**config.mk**
```make
export PLATFORM = sky130hd
export DESIGN_NAME = clint_multi
export DESIGN_NICKNAME = d
export VERILOG_FILES = /design/src/rtl/clint_pkg.sv /design/src/rtl/clint_prescaler.sv /design/src/rtl/clint_multi.sv
export SDC_FILE = /design/constraint.sdc
export NUM_CORES = 1
export LEC_CHECK = 0
export CAP_MARGIN = 20
export CORE_ASPECT_RATIO = 1.25
export CORE_UTILIZATION = 58
export DETAILED_ROUTE_END_ITERATION = 10
export GPL_ROUTABILITY_DRIVEN = 0
export PLACE_DENSITY = 0.82
export SYNTH_ARGS = -nofsm -noshare
export SYNTH_HDL_FRONTEND = slang
export SYNTH_SLANG_ARGS = --single-unit
export TNS_END_PERCENT = 10
```
**constraint.sdc**
```tcl
create_clock -name i_clk -period 3.3 [get_ports i_clk]
set_clock_uncertainty 0.15 [all_clocks]
set_input_delay 0.495 -clock i_clk [delete_from_list [all_inputs] [get_ports i_clk]]
set_output_delay 0.495 -clock i_clk [all_outputs]
set_load 0.01 [all_outputs]
```
**src/rtl/clint_pkg.sv**
```systemverilog
// rtl/clint_pkg.sv - CLINT register map offsets, window size and reset constants
package clint_pkg;

  localparam logic [15:0] MSIP_OFF     = 16'h0000;
  localparam logic [15:0] MTIMECMP_OFF = 16'h4000;
  localparam logic [15:0] MTIME_LO_OFF = 16'hBFF8;
  localparam logic [15:0] MTIME_HI_OFF = 16'hBFFC;

  localparam logic [31:0] WINDOW_SIZE  = 32'h0001_0000;
  localparam logic [63:0] MTIMECMP_RST = 64'hFFFF_FFFF_FFFF_FFFF;
  localparam logic [2:0]  BHW_WORD     = 3'b100;

endpackage

```
**src/rtl/clint_prescaler.sv**
```systemverilog
// rtl/clint_prescaler.sv - mtime tick generator, one tick every TIMER_DIV cycles
module clint_prescaler #(
  parameter int TIMER_DIV = 16
) (
  input  logic i_clk,
  input  logic i_rst_n,
  input  logic i_clr,
  output logic o_tick
);

  localparam int            CW   = (TIMER_DIV > 1) ? $clog2(TIMER_DIV) : 1;
  localparam logic [CW-1:0] LAST = CW'(TIMER_DIV - 1);

  logic [CW-1:0] count_q, count_d;

  assign o_tick = (count_q == LAST);

  always_comb begin
    count_d = count_q + 1'b1;
    if (i_clr || o_tick) begin
      count_d = '0;
    end
  end

  always_ff @(posedge i_clk or negedge i_rst_n) begin
    if (!i_rst_n) begin
      count_q <= '0;
    end else begin
      count_q <= count_d;
    end
  end

endmodule

```
**src/rtl/clint_multi.sv**
```systemverilog
// rtl/clint_multi.sv - multi-hart CLINT bus slave; CLINT_PRESCALER_EN enables the mtime prescaler
module clint_multi
  import clint_pkg::*;
#(
  parameter int          NUM_HARTS = 1,
  parameter logic [31:0] BASE_ADDR = 32'h0200_0000,
  parameter int          TIMER_DIV = 16
) (
  input  logic                 i_clk,
  input  logic                 i_rst_n,
  input  logic [31:0]          i_bus_address,
  input  logic [31:0]          i_bus_data,
  input  logic                 i_bus_DV,
  input  logic                 i_write_notread,
  input  logic [2:0]           i_bhw,
  output logic [31:0]          o_bus_data,
  output logic                 o_bus_DV,
  output logic [NUM_HARTS-1:0] o_timer_int,
  output logic [NUM_HARTS-1:0] o_soft_int
);

  logic [63:0]          mtime_q, mtime_d;
  logic [31:0]          shadow_q, shadow_d;
  logic [63:0]          mtimecmp_q [NUM_HARTS];
  logic [63:0]          mtimecmp_d [NUM_HARTS];
  logic [NUM_HARTS-1:0] msip_q, msip_d;
  logic [NUM_HARTS-1:0] timer_int_q, timer_int_d;
  logic                 bus_dv_q, bus_dv_d;
  logic [31:0]          bus_data_q, bus_data_d;

  logic [31:0] off;
  logic [15:0] msip_rel, cmp_rel;
  logic        claim, aligned, msip_hit, cmp_hit, word_wr, rd;
  logic        mtime_lo_hit, mtime_hi_hit, mtime_wr, tick;
  logic [3:0]  msip_idx, cmp_idx;

  // Any in-window request is acknowledged; only aligned mapped words are decoded.
  assign off          = i_bus_address - BASE_ADDR;
  assign claim        = i_bus_DV && (off < WINDOW_SIZE);
  assign aligned      = (off[1:0] == 2'b00);
  assign msip_rel     = off[15:0] - MSIP_OFF;
  assign cmp_rel      = off[15:0] - MTIMECMP_OFF;
  assign msip_hit     = aligned && (msip_rel < 16'(4 * NUM_HARTS));
  assign cmp_hit      = aligned && (cmp_rel < 16'(8 * NUM_HARTS));
  assign msip_idx     = msip_rel[5:2];
  assign cmp_idx      = cmp_rel[6:3];
  assign mtime_lo_hit = (off[15:0] == MTIME_LO_OFF);
  assign mtime_hi_hit = (off[15:0] == MTIME_HI_OFF);
  assign word_wr      = claim && i_write_notread && (i_bhw == BHW_WORD);
  assign rd           = claim && !i_write_notread;
  assign mtime_wr     = word_wr && (mtime_lo_hit || mtime_hi_hit);

`ifdef CLINT_PRESCALER_EN
  clint_prescaler #(
    .TIMER_DIV (TIMER_DIV)
  ) u_prescaler (
    .i_clk   (i_clk),
    .i_rst_n (i_rst_n),
    .i_clr   (mtime_wr),
    .o_tick  (tick)
  );
`else
  logic unused_timer_div;
  assign unused_timer_div = (TIMER_DIV > 0);
  assign tick             = 1'b1;
`endif

  always_comb begin
    mtime_d    = tick ? mtime_q + 64'd1 : mtime_q;
    shadow_d   = shadow_q;
    msip_d     = msip_q;
    mtimecmp_d = mtimecmp_q;
    bus_dv_d   = claim;
    bus_data_d = '0;

    // A software write to either half suppresses that cycle's tick entirely.
    if (mtime_wr) begin
      if (mtime_hi_hit) begin
        mtime_d = {i_bus_data, mtime_q[31:0]};
      end else begin
        mtime_d = {mtime_q[63:32], i_bus_data};
      end
    end

    if (rd && mtime_lo_hit) begin
      bus_data_d = mtime_q[31:0];
      shadow_d   = mtime_q[63:32];
    end else if (rd && mtime_hi_hit) begin
      bus_data_d = shadow_q;
    end

    for (int h = 0; h < NUM_HARTS; h++) begin
      if (msip_hit && msip_idx == 4'(h)) begin
        if (word_wr) msip_d[h] = i_bus_data[0];
        if (rd)      bus_data_d = {31'd0, msip_q[h]};
      end
      if (cmp_hit && cmp_idx == 4'(h)) begin
        if (cmp_rel[2]) begin
          if (word_wr) mtimecmp_d[h][63:32] = i_bus_data;
          if (rd)      bus_data_d = mtimecmp_q[h][63:32];
        end else begin
          if (word_wr) mtimecmp_d[h][31:0] = i_bus_data;
          if (rd)      bus_data_d = mtimecmp_q[h][31:0];
        end
      end
      timer_int_d[h] = (mtime_q >= mtimecmp_q[h]);
    end
  end

  always_ff @(posedge i_clk or negedge i_rst_n) begin
    if (!i_rst_n) begin
      mtime_q     <= '0;
      shadow_q    <= '0;
      msip_q      <= '0;
      timer_int_q <= '0;
      bus_dv_q    <= 1'b0;
      bus_data_q  <= '0;
      for (int h = 0; h < NUM_HARTS; h++) begin
        mtimecmp_q[h] <= MTIMECMP_RST;
      end
    end else begin
      mtime_q     <= mtime_d;
      shadow_q    <= shadow_d;
      msip_q      <= msip_d;
      timer_int_q <= timer_int_d;
      bus_dv_q    <= bus_dv_d;
      bus_data_q  <= bus_data_d;
      mtimecmp_q  <= mtimecmp_d;
    end
  end

  assign o_bus_DV    = bus_dv_q;
  assign o_bus_data  = bus_data_q;
  assign o_timer_int = timer_int_q;
  assign o_soft_int  = msip_q;

endmodule
```
==> summary.txt <==
Status: finished clean
First-pass GRT wire length: 48500 um
Final Setup Violations: 0
Finished Layout Cells: 1456
Pwr/cell area: 351 nW/um2
Largest family of logic cells by synthesized area: multiplexers
Hold Fails Final Rpt: 0
Crit Path Category: in2reg
Crit path arrival time: 3.21 ns
Worst vdd ir: 0.000418 V
Share of the yosys chip area belonging to registers: 44.7%
Post-synth EDFFs: 0
Design Area, Final: 13200 um2
Max Cap Viol: 0
Synth Warn #: 0
Num rows: 56
Most frequent cells in the layout: dfrtp_1 (131), clkdlybuf4s50_1 (103), mux2_2 (97)
Drt pass-1 iters: 8
Vias in the first global route: 9497
IO Pins: 106
CP Capture Type: flop
Simple-gate share of the synthesized area: 14.2%
Clock Tree Buf Depth: 2
Total area of sequential cells: 4960 um2
Clock sink total: 195
Clk Latency, worst-skew pair: 0.44 ns
Area grow syn2layout: 19.3%
Hold Buf Count CTS: 1
Worst-path clk slew: 0.07 ns
Max-slew violations: 0
Fin nets: 1348
Post-route antenna net violation count: 0
CP max FO: 32
ANT cells: 0
Die area: 19700 um2
Initial DRC count: 965
Cts repair resizes: 0
Largest net degree at the start of global routing: 89
Least-Margin Pin Slew: 0.863 ns
Post-synth cell types: 63
Initial antenna violation count: 0
Post CTS Setup Buffer Count: 0
Commonest non-fill, non-tap cell in the layout: dfrtp_1
Fillers: 1362
Total gr overflow: 0
Port bufs: 105
Wirelength per Cell: 20.5 um
Initial Util: 59.1%
Die W: 126 um
Worst Hold Class: reg2reg
Required @ worst endpoint: 3.47 ns
Multi-input gate area: 5590 um2
Placed insts: 1423
H-tree Lvls: 4
Max Clk Rate: 329 MHz
Root Buffer: clkbuf_16
Period utilization: 92.0%
Placed cell areas: 12700 um2
Routed WL: 29800 um
Die H: 157 um
RSZ-0062 raised after global routing: false
Post-Synth Adder-Cell Area: 7.44%
Primary FF master, synth: dfrtp_1
Synth Area in XOR/XNOR: 0.0789%
Mapped Cells: 1093
Mapped Area: 11100 um2
Core area: 18800 um2
Mux contribution to synthesized area: 15.4%
DR vias: 9454
Total GRT Usage: 31.8%
Final min period: 3.04 ns
Synth Area in Compound Gates: 13.1%
Share of layout cells above drive strength 1: 20.8%
Fraction of registers with async set/reset: 100%
Leakage power: 5.55 nW
Post-DP HPWL: 20800 um
Via density: 6.49
Seq cells post-synth: 195
Util after Layout: 70.5%
Syn nets: 1230
Setup TNS: 0 ns
Max_slew headroom: 42.5%
Avg Cell Area, Syn: 10.2 um2
CTS buffer count: 17
Worst Setup Start Kind: primary input
# DRC: 0
TritonCTS clock tree: built
routing by layer:
metal / vias up / wire length [um] / GRT usage (%)
li1: 4266 / - / -
met1: 4650 / 11500 / 37.2
met2: 435 / 15300 / 55.7
met3: 103 / 1870 / 5.50
met4: 0 / 1210 / 17.0
met5: - / 0 / 0
critical path: stages:
cell and delay [ns]:
clkdlybuf4s50_1 0.43, nor4b_1 0.55, nand3_1 0.28, or3_1 0.43, or2_1 0.24, nor2_2 0.14
buf_12 0.26, mux2_2 0.37
Yosys cell counts (all sizes together) (10+ instances only):
cell type	count	area share, %
dfrtp	131	30
o22ai	39	2.2
inv	81	2.7
nor3	25	1.2
buf	27	1.4
o21ai	41	1.9
a21oi	59	2.7
clkbuf	28	0.95
mux2i	62	5.6
a311oi	10	0.85
o311ai	12	0.95
a211oi	15	1.0
ha	66	7.4
nor2	76	2.6
nor4	12	0.81
o211ai	20	1.4
nand3	54	2.5
or3	10	0.56
mux2	97	9.8
nand4	22	1.2
nand2	73	2.5
dfstp	64	15
report_power, final:
group	internal, mW	total [mW]	switching (mW)
combinational	0.108	0.233	0.125
clock	1.12	2.01	0.898
sequential	2.39	2.39	0.0000000906
sequential cells by signal, summed over array words and instances, names as in the netlist:
name         flops
mtime_q         64
mtimecmp_q      64
o_bus_DV         1
o_bus_data      32
o_soft_int       1
o_timer_int      1
shadow_q        32
final cells by class:
| cell class | count | area share, % |
|---|---|---|
| Sequential cell | 195 | 37.5 |
| Inverter | 81 | 2.30 |
| Tap cell | 232 | 2.19 |
| Timing Repair Buffer | 154 | 11.6 |
| Multi-Input combinational cell | 762 | 42.2 |
| Clock buffer | 23 | 3.38 |
| Clock inverter | 9 | 0.822 |
metrics by stage:
stage	hold slack (ns)	setup WS [ns]	total power [mW]
4_1_cts	0.351	0.348	4.66
2_1_floorplan	0.0494	0.594	2.49
3_3_place_gp	0.335	-0.00601	2.66
3_5_place_dp	0.341	-0.101	2.67
5_1_grt	0.374	0.197	4.77
6_report	0.351	0.264	4.64
worst paths after layout:
check / from / end / slack (ns) / depth (start not counted)
max: i_bus_address[28] / shadow_q[2]$_DFFE_PN0P_ / 0.26 / 8
min in group asynchronous: i_rst_n / o_bus_data[3]$_DFF_PN0_ / 0.55 / 2
min: mtimecmp_q[53]$_DFFE_PN1P_ / mtimecmp_q[53]$_DFFE_PN1P_ / 0.35 / 2
max reg2reg: mtimecmp_q[31]$_DFFE_PN1P_ / o_timer_int$_DFF_PN0_ / 0.41 / 8
min reg2reg: mtimecmp_q[53]$_DFFE_PN1P_ / mtimecmp_q[53]$_DFFE_PN1P_ / 0.35 / 2
max in group asynchronous: i_rst_n / mtimecmp_q[52]$_DFFE_PN1P_ / 1.63 / 3
cell families after synthesis:
kind of cell,Yosys count
AND/OR/NAND/NOR,312
AO/OA/AOI/OAI,224
flip-flops,195
multiplexers,159
buffers and inverters,136
adder cells (fa/ha/maj),66
XOR/XNOR,1
Power figures use the tool's default switching activity.
